==> config.mk <==
export PLATFORM = sky130hd
export DESIGN_NAME = z80_mmu_decoder_flat
export DESIGN_NICKNAME = d
export VERILOG_FILES = /design/src/rtl/z80_mmu_decoder_if.sv /design/src/rtl/z80_mmu_decoder.sv /design/src/flat_wrapper.sv
export SDC_FILE = /design/constraint.sdc
export NUM_CORES = 1
export LEC_CHECK = 0
export ABC_AREA = 1
export BUFFER_PORTS_ARGS = -buffer_cell sky130_fd_sc_hd__buf_2
export CAP_MARGIN = 15
export CORE_ASPECT_RATIO = 2
export CORE_MARGIN = 4
export CORE_UTILIZATION = 52
export CTS_CLUSTER_DIAMETER = 30
export DETAILED_ROUTE_END_ITERATION = 8
export PLACE_DENSITY = 0.8
export SYNTH_ARGS = -nofsm -noshare
export SYNTH_HDL_FRONTEND = slang
export SYNTH_SLANG_ARGS = --single-unit
==> constraint.sdc <==
create_clock -name clk_i -period 2.91 [get_ports clk_i]
set_input_delay 0.873 -clock clk_i [delete_from_list [all_inputs] [get_ports clk_i]]
set_output_delay 0.873 -clock clk_i [all_outputs]
set_load 0.02 [all_outputs]
==> src/rtl/z80_mmu_decoder_if.sv <==
// rtl/z80_mmu_decoder_if.sv - CPU bus bundle between the tv80s core and the banked memory mapper
interface z80_mmu_decoder_if #(
  parameter int PHYS_W = 20,
  parameter int NUM_IO = 8
);
  logic              mreq_n;
  logic              ioreq_n;
  logic              rd_n;
  logic              wr_n;
  logic [15:0]       addr_i;
  logic [7:0]        data_i;
  logic [PHYS_W-1:0] phys_addr_o;
  logic              ram_cs;
  logic              rom_cs;
  logic [NUM_IO-1:0] io_cs;
  logic              mmu_cs;
  logic [7:0]        data_o;
  logic              wait_n;

  modport master (
    output mreq_n, ioreq_n, rd_n, wr_n, addr_i, data_i,
    input  phys_addr_o, ram_cs, rom_cs, io_cs, mmu_cs, data_o, wait_n
  );

  modport slave (
    input  mreq_n, ioreq_n, rd_n, wr_n, addr_i, data_i,
    output phys_addr_o, ram_cs, rom_cs, io_cs, mmu_cs, data_o, wait_n
  );
endinterface

==> src/rtl/z80_mmu_decoder.sv <==
// rtl/z80_mmu_decoder.sv - banked memory mapper, boot-ROM overlay, I/O decoder and I/O wait generator
module z80_mmu_decoder #(
  parameter int         PAGE_BITS = 2,
  parameter int         PHYS_W    = 20,
  parameter int         ROM_BITS  = 13,
  parameter int         NUM_IO    = 8,
  parameter logic [7:0] MMU_BASE  = 8'hF0,
  parameter int         WAIT_IO   = 2
) (
  input  logic             clk_i,
  input  logic             rst_i,
  z80_mmu_decoder_if.slave bus
);
  localparam int         NUM_PAGES = 1 << PAGE_BITS;
  localparam int         PW        = PHYS_W - 16 + PAGE_BITS;
  localparam int         OFS_W     = 16 - PAGE_BITS;
  localparam logic [7:0] CTRL_OFS  = 8'(NUM_PAGES);

  localparam logic [1:0] ST_IDLE = 2'd0;
  localparam logic [1:0] ST_WAIT = 2'd1;
  localparam logic [1:0] ST_HOLD = 2'd2;

  logic [PW-1:0]        page_reg [NUM_PAGES];
  logic                 rom_en;
  logic [3:0]           wait_cnt;

  logic [1:0]           state;
  logic [3:0]           counter;
  logic                 wait_q;
  logic                 ioreq_q;

  logic [7:0]           port_ofs;
  logic                 mmu_hit;
  logic                 ctrl_hit;
  logic                 rom_hit;
  logic [PAGE_BITS-1:0] win;
  logic [PAGE_BITS-1:0] reg_idx;
  logic [NUM_IO-1:0]    io_sel;
  logic [7:0]           rd_byte;
  logic                 unused_rd;

  // The read strobe carries no information beyond ioreq/mreq with wr_n high.
  assign unused_rd = bus.rd_n;

  // Port offset from the register base; ports below the base wrap far above the window.
  assign port_ofs = bus.addr_i[7:0] - MMU_BASE;
  assign mmu_hit  = !bus.ioreq_n && (port_ofs <= CTRL_OFS);
  assign ctrl_hit = (port_ofs == CTRL_OFS);
  assign reg_idx  = port_ofs[PAGE_BITS-1:0];
  assign win      = bus.addr_i[15:OFS_W];

  // Logical-to-physical translation is always live; the chip selects qualify it.
  assign bus.phys_addr_o = {page_reg[win], bus.addr_i[OFS_W-1:0]};

  // Memory decode: the ROM overlay only claims reads, so writes fall through to RAM.
  always_comb begin
    rom_hit    = rom_en && (bus.addr_i[15:ROM_BITS] == '0) && bus.wr_n;
    bus.rom_cs = !bus.mreq_n && rom_hit;
    bus.ram_cs = !bus.mreq_n && !rom_hit;
  end

  // I/O decode: one 16-port block per device, starting at port 0x00.
  always_comb begin
    io_sel = '0;
    for (int k = 0; k < NUM_IO; k++) begin
      if (!bus.ioreq_n && (bus.addr_i[7:4] == 4'(k))) io_sel[k] = 1'b1;
    end
  end

  assign bus.io_cs  = io_sel;
  assign bus.mmu_cs = mmu_hit;

  // Register read mux; idle bus reads as 0xFF like an undriven Z80 data bus.
  always_comb begin
    rd_byte = 8'hFF;
    if (mmu_hit) begin
      if (ctrl_hit) rd_byte = {3'b000, wait_cnt, rom_en};
      else          rd_byte = 8'(page_reg[reg_idx]);
    end
  end

  assign bus.data_o = rd_byte;

  // Page and control registers; every clock of a write access rewrites the same value.
  always_ff @(posedge clk_i) begin
    if (rst_i) begin
      for (int i = 0; i < NUM_PAGES; i++) page_reg[i] <= PW'(i);
      rom_en   <= 1'b1;
      wait_cnt <= 4'(WAIT_IO);
    end else if (mmu_hit && !bus.wr_n) begin
      if (ctrl_hit) begin
        rom_en   <= bus.data_i[0];
        wait_cnt <= bus.data_i[4:1];
      end else begin
        page_reg[reg_idx] <= PW'(bus.data_i);
      end
    end
  end

  // Wait generator: starts on an ioreq_n falling sample, holds wait_n low wait_cnt clocks.
  always_ff @(posedge clk_i) begin
    if (rst_i) begin
      state   <= ST_IDLE;
      counter <= '0;
      wait_q  <= 1'b1;
      ioreq_q <= 1'b0;
    end else begin
      ioreq_q <= !bus.ioreq_n ? 1'b0 : 1'b1;
      case (state)
        ST_IDLE: begin
          wait_q <= 1'b1;
          if (!bus.ioreq_n && ioreq_q) begin
            counter <= wait_cnt;
            if (wait_cnt == 4'd0) begin
              state <= ST_HOLD;
            end else begin
              state  <= ST_WAIT;
              wait_q <= 1'b0;
            end
          end
        end
        ST_WAIT: begin
          if (bus.ioreq_n) begin
            state  <= ST_IDLE;
            wait_q <= 1'b1;
          end else if (counter == 4'd1) begin
            state  <= ST_HOLD;
            wait_q <= 1'b1;
          end else begin
            counter <= counter - 4'd1;
          end
        end
        ST_HOLD: begin
          wait_q <= 1'b1;
          if (bus.ioreq_n) state <= ST_IDLE;
        end
        default: begin
          state  <= ST_IDLE;
          wait_q <= 1'b1;
        end
      endcase
    end
  end

  assign bus.wait_n = wait_q;
endmodule

==> src/flat_wrapper.sv <==
// flat-port wrapper written by rule: the top's interface ports become plain ports
module z80_mmu_decoder_flat 
#(
  parameter int         PAGE_BITS = 2,
  parameter int         PHYS_W    = 20,
  parameter int         ROM_BITS  = 13,
  parameter int         NUM_IO    = 8,
  parameter logic [7:0] MMU_BASE  = 8'hF0,
  parameter int         WAIT_IO   = 2
)
  (clk_i, rst_i, bus_mreq_n, bus_ioreq_n, bus_rd_n, bus_wr_n, bus_addr_i, bus_data_i, bus_phys_addr_o, bus_ram_cs, bus_rom_cs, bus_io_cs, bus_mmu_cs, bus_data_o, bus_wait_n);
  z80_mmu_decoder_if #(.PHYS_W(PHYS_W), .NUM_IO(NUM_IO)) bus_i ();
  input  logic clk_i;
  input  logic rst_i;
  input wire logic [$bits(bus_i.mreq_n)-1:0] bus_mreq_n;
  input wire logic [$bits(bus_i.ioreq_n)-1:0] bus_ioreq_n;
  input wire logic [$bits(bus_i.rd_n)-1:0] bus_rd_n;
  input wire logic [$bits(bus_i.wr_n)-1:0] bus_wr_n;
  input wire logic [$bits(bus_i.addr_i)-1:0] bus_addr_i;
  input wire logic [$bits(bus_i.data_i)-1:0] bus_data_i;
  output wire logic [$bits(bus_i.phys_addr_o)-1:0] bus_phys_addr_o;
  output wire logic [$bits(bus_i.ram_cs)-1:0] bus_ram_cs;
  output wire logic [$bits(bus_i.rom_cs)-1:0] bus_rom_cs;
  output wire logic [$bits(bus_i.io_cs)-1:0] bus_io_cs;
  output wire logic [$bits(bus_i.mmu_cs)-1:0] bus_mmu_cs;
  output wire logic [$bits(bus_i.data_o)-1:0] bus_data_o;
  output wire logic [$bits(bus_i.wait_n)-1:0] bus_wait_n;
  assign bus_i.mreq_n = bus_mreq_n;
  assign bus_i.ioreq_n = bus_ioreq_n;
  assign bus_i.rd_n = bus_rd_n;
  assign bus_i.wr_n = bus_wr_n;
  assign bus_i.addr_i = bus_addr_i;
  assign bus_i.data_i = bus_data_i;
  assign bus_phys_addr_o = bus_i.phys_addr_o;
  assign bus_ram_cs = bus_i.ram_cs;
  assign bus_rom_cs = bus_i.rom_cs;
  assign bus_io_cs = bus_i.io_cs;
  assign bus_mmu_cs = bus_i.mmu_cs;
  assign bus_data_o = bus_i.data_o;
  assign bus_wait_n = bus_i.wait_n;
  z80_mmu_decoder #(.PAGE_BITS(PAGE_BITS), .PHYS_W(PHYS_W), .ROM_BITS(ROM_BITS), .NUM_IO(NUM_IO), .MMU_BASE(MMU_BASE), .WAIT_IO(WAIT_IO)) u_core (.clk_i(clk_i), .rst_i(rst_i), .bus(bus_i));
endmodule
==> metrics.yaml <==
finalClockSkew_ps: 1.55
cts_inserted_buffers: 5
critPathKind: "in -> out"
r2r_start: "u_core.state[1]$_SDFFE_PP0P_"
placed_area_sq_um: 2700
r2r_cells: 8
routedWlPerCell_um: 15.0
cp-start-kind: "input pin"
finish.utilization_pct: 63.6
finalCritPeriodShare_pct: 97.7
drt_wl_total_um: 6440
total_power_w: 0.00116
io_pins: 70
finalSetupViolCount: 0
cts_tree: "done"
antenna_found_initial: 0
num_rows: 34
hold_start: "u_core.rom_en$_SDFFE_PP1P_"
drt_first_pass_iters: 4
die_area_sq_um: 5820
nets: 407
ir_worst_vdd_v: 0.000341
yosys_warnings: 0
internal_power_w: 0.000818
pre_cts_slack_ps: 81.8
crit_chain: "buf_2 -> inv_2 -> nand2_2 -> nor2_1 -> nand2_2 -> o211ai_1 -> buf_2"
vias_per_cell: 5.37
worstMarginPinSlew_ps: 457
p_seq_share_pct: 51.3
max_freq_mhz: 352
r2r_slack_ps: 1350
dieHeight_um: 104
switching_share_pct: 29.5
final_cell_area_sq_um: 2810
synth_nets: 346
hold_end: "u_core.rom_en$_SDFFE_PP1P_"
synth-seq-area-share_pct: 40.9
core_area_sq_um: 4420
max_cap_violations: 0
clkSlewWorstSetupHoldPaths_ps: 80
grt-ovfl-total: 0
largest_reg_flops: 24
worst_slack_ps: 66.6
hold_buffers: 0
rr_endpoint: "u_core.counter[2]$_SDFFE_PP0P_"
timing.final.crit_period_ps: 2840
numPortBuffers: 56
ant_nets: 0
drt_iter0_markers: 75
p_sw_w: 0.000342
p_clk_share_pct: 30.4
hp-class: "reg -> reg"
gr-usage-all-layers_pct: 22.8
critPathMaxStageDelay_ps: 270
p_per_area_nw_per_um2: 412
syn_inst: 314
cts_root_buf: "clkbuf_8"
synth.avg_cell_area_sq_um: 7.63
synthDistinctLibCells: 28
clk_path_buf_depth: 2
power.leakage_nw: 1.37
grt_setup_unrepaired: "yes"
fillers: 412
area_growth_pct: 17.4
clock_latency_ps: 290
grt_pass1_vias: 2316
antenna_cells: 0
h-tree-depth: 2
cts_sinks: 37
syn_area_sq_um: 2400
report.final.slew_viol_count: 0
worst_ep_required_time_ps: 2040
layout-drive-gt1-share_pct: 29.0
status: "finished, final reports clean"
grt_pass1_wl_um: 10500
start_util_pct: 54.2
via_count: 2308
crit_fanout: 12
worstPathArrival_ps: 1970
hold_depth: 2
die_w_um: 56
grt_start_max_net_pins: 14
globalplace.congestion: 0.893
end_kind: "output pin"
drc: 0
slew_headroom_pct: 69.3
p_comb_share_pct: 18.2
whs_ps: 484
hold_viol_final: 0
hpwl_um: 5110
cp_slowest_cell: "o211ai_1"
ys_ff_latch: 37
layout make-up:
cell class	instances	area [sq um]	area share, %
Multi-Input combinational cell	213	1090	38.7
Inverter	42	158	5.60
Sequential cell	37	981	34.9
Tap cell	54	67.6	2.40
Timing Repair Buffer	76	433	15.4
Clock inverter	3	17.5	0.623
Clock buffer	5	68.8	2.45
cell usage after synthesis:
| cell type | n | area [sq um] |
|---|---|---|
| nand2_1 | 63 | 236 |
| nor2_1 | 50 | 188 |
| inv_1 | 40 | 150 |
| edfxtp_1 | 24 | 721 |
| nand3_1 | 22 | 110 |
| o21ai_0 | 19 | 95.1 |
| buf_4 | 15 | 113 |
| dfxtp_1 | 13 | 260 |
| nand4_1 | 11 | 68.8 |
| nor3_1 | 6 | 30.0 |
| o22ai_1 | 6 | 37.5 |
| nand2_4 | 5 | 56.3 |
| o211ai_1 | 5 | 37.5 |
| a21oi_1 | 4 | 20.0 |
| nand2_2 | 4 | 25.0 |
| nor2_2 | 4 | 25.0 |
| nor2_4 | 4 | 45.0 |
| clkbuf_1 | 3 | 11.3 |
| buf_2 | 2 | 10.0 |
| buf_6 | 2 | 22.5 |
| ha_1 | 2 | 25.0 |
| inv_2 | 2 | 7.51 |
| nor2_8 | 2 | 40.0 |
| nor4_1 | 2 | 12.5 |
| and3_1 | 1 | 6.26 |
| buf_12 | 1 | 20.0 |
| nand3_4 | 1 | 17.5 |
| o21ai_1 | 1 | 5.00 |
per-layer routing:
metal	up-vias	part of all wire, %	global-route usage, %
met2	94	56	44.8
met1	1056	33	20.8
met5	-	0	0
li1	1131	-	-
met3	27	5.4	3.23
met4	0	5.4	13.2
worst max-delay path by stage:
stage	startpoint	endpoint	slack (ps)
3_5_place_dp	bus_addr_i[1]	bus_data_o[1]	80
3_3_place_gp	bus_addr_i[1]	bus_data_o[1]	90
6_report	bus_addr_i[1]	bus_data_o[2]	70
5_1_grt	bus_addr_i[1]	bus_data_o[2]	-1
4_1_cts	bus_addr_i[1]	bus_data_o[2]	50
2_1_floorplan	bus_addr_i[0]	bus_data_o[7]	60
layout by cell type, fill, tap and decap left out:
| cell | instances |
|---|---|
| dfxtp_1 | 13 |
| buf_4 | 21 |
| nor3_1 | 6 |
| o22ai_1 | 6 |
| nand3_4 | 1 |
| and3_1 | 1 |
| nand2_1 | 63 |
| nand4_1 | 11 |
| nand2_2 | 4 |
| clkinv_2 | 2 |
| inv_1 | 38 |
| nand2_4 | 5 |
| nor2_8 | 2 |
| ha_1 | 2 |
| inv_2 | 4 |
| buf_2 | 55 |
| clkinvlp_4 | 1 |
| a21oi_1 | 4 |
| nor2_1 | 50 |
| o211ai_1 | 5 |
| nand3_1 | 22 |
| nor2_2 | 5 |
| edfxtp_1 | 24 |
| o21ai_1 | 2 |
| nor4_1 | 2 |
| clkbuf_8 | 5 |
| o21ai_0 | 18 |
| nor2_4 | 4 |
power groups by stage:
stage               Combinational, W  Sequential [W]  Clock (W)
global placement            0.000204        0.000605          0
global route                0.000235        0.000597   0.000381
finish                      0.000212        0.000595   0.000353
floorplan                   0.000147        0.000601          0
CTS                         0.000210        0.000594   0.000359
detailed placement          0.000209        0.000606          0
repair_timing:
action | CTS | global route
setup buffers | 0 | 2
gates resized for setup | 0 | 4
setup endpoints to repair | 0 | 5
cell families after synthesis:
family	count (synthesis)	share of synthesized area (%)
fa+ha+maj	2	1.04
flops	37	40.9
simple gates	175	35.9
buf+inv	65	13.9
compound gates	35	8.15
worst max-delay path: cells and delay by family:
family	cells	cell delay, ps
compound gates	1	270
buf+inv	3	450
simple gates	3	390
metrics by stage:
| step | setup TNS, ps | instances |
|---|---|---|
| final | 0 | 430 |
| after global placement | 0 | 419 |
| after global routing | -1.05 | 430 |
| after detailed placement | 0 | 419 |
| after CTS | 0 | 427 |
| after floorplan | 0 | 314 |
(Power assumes the default switching activity.)
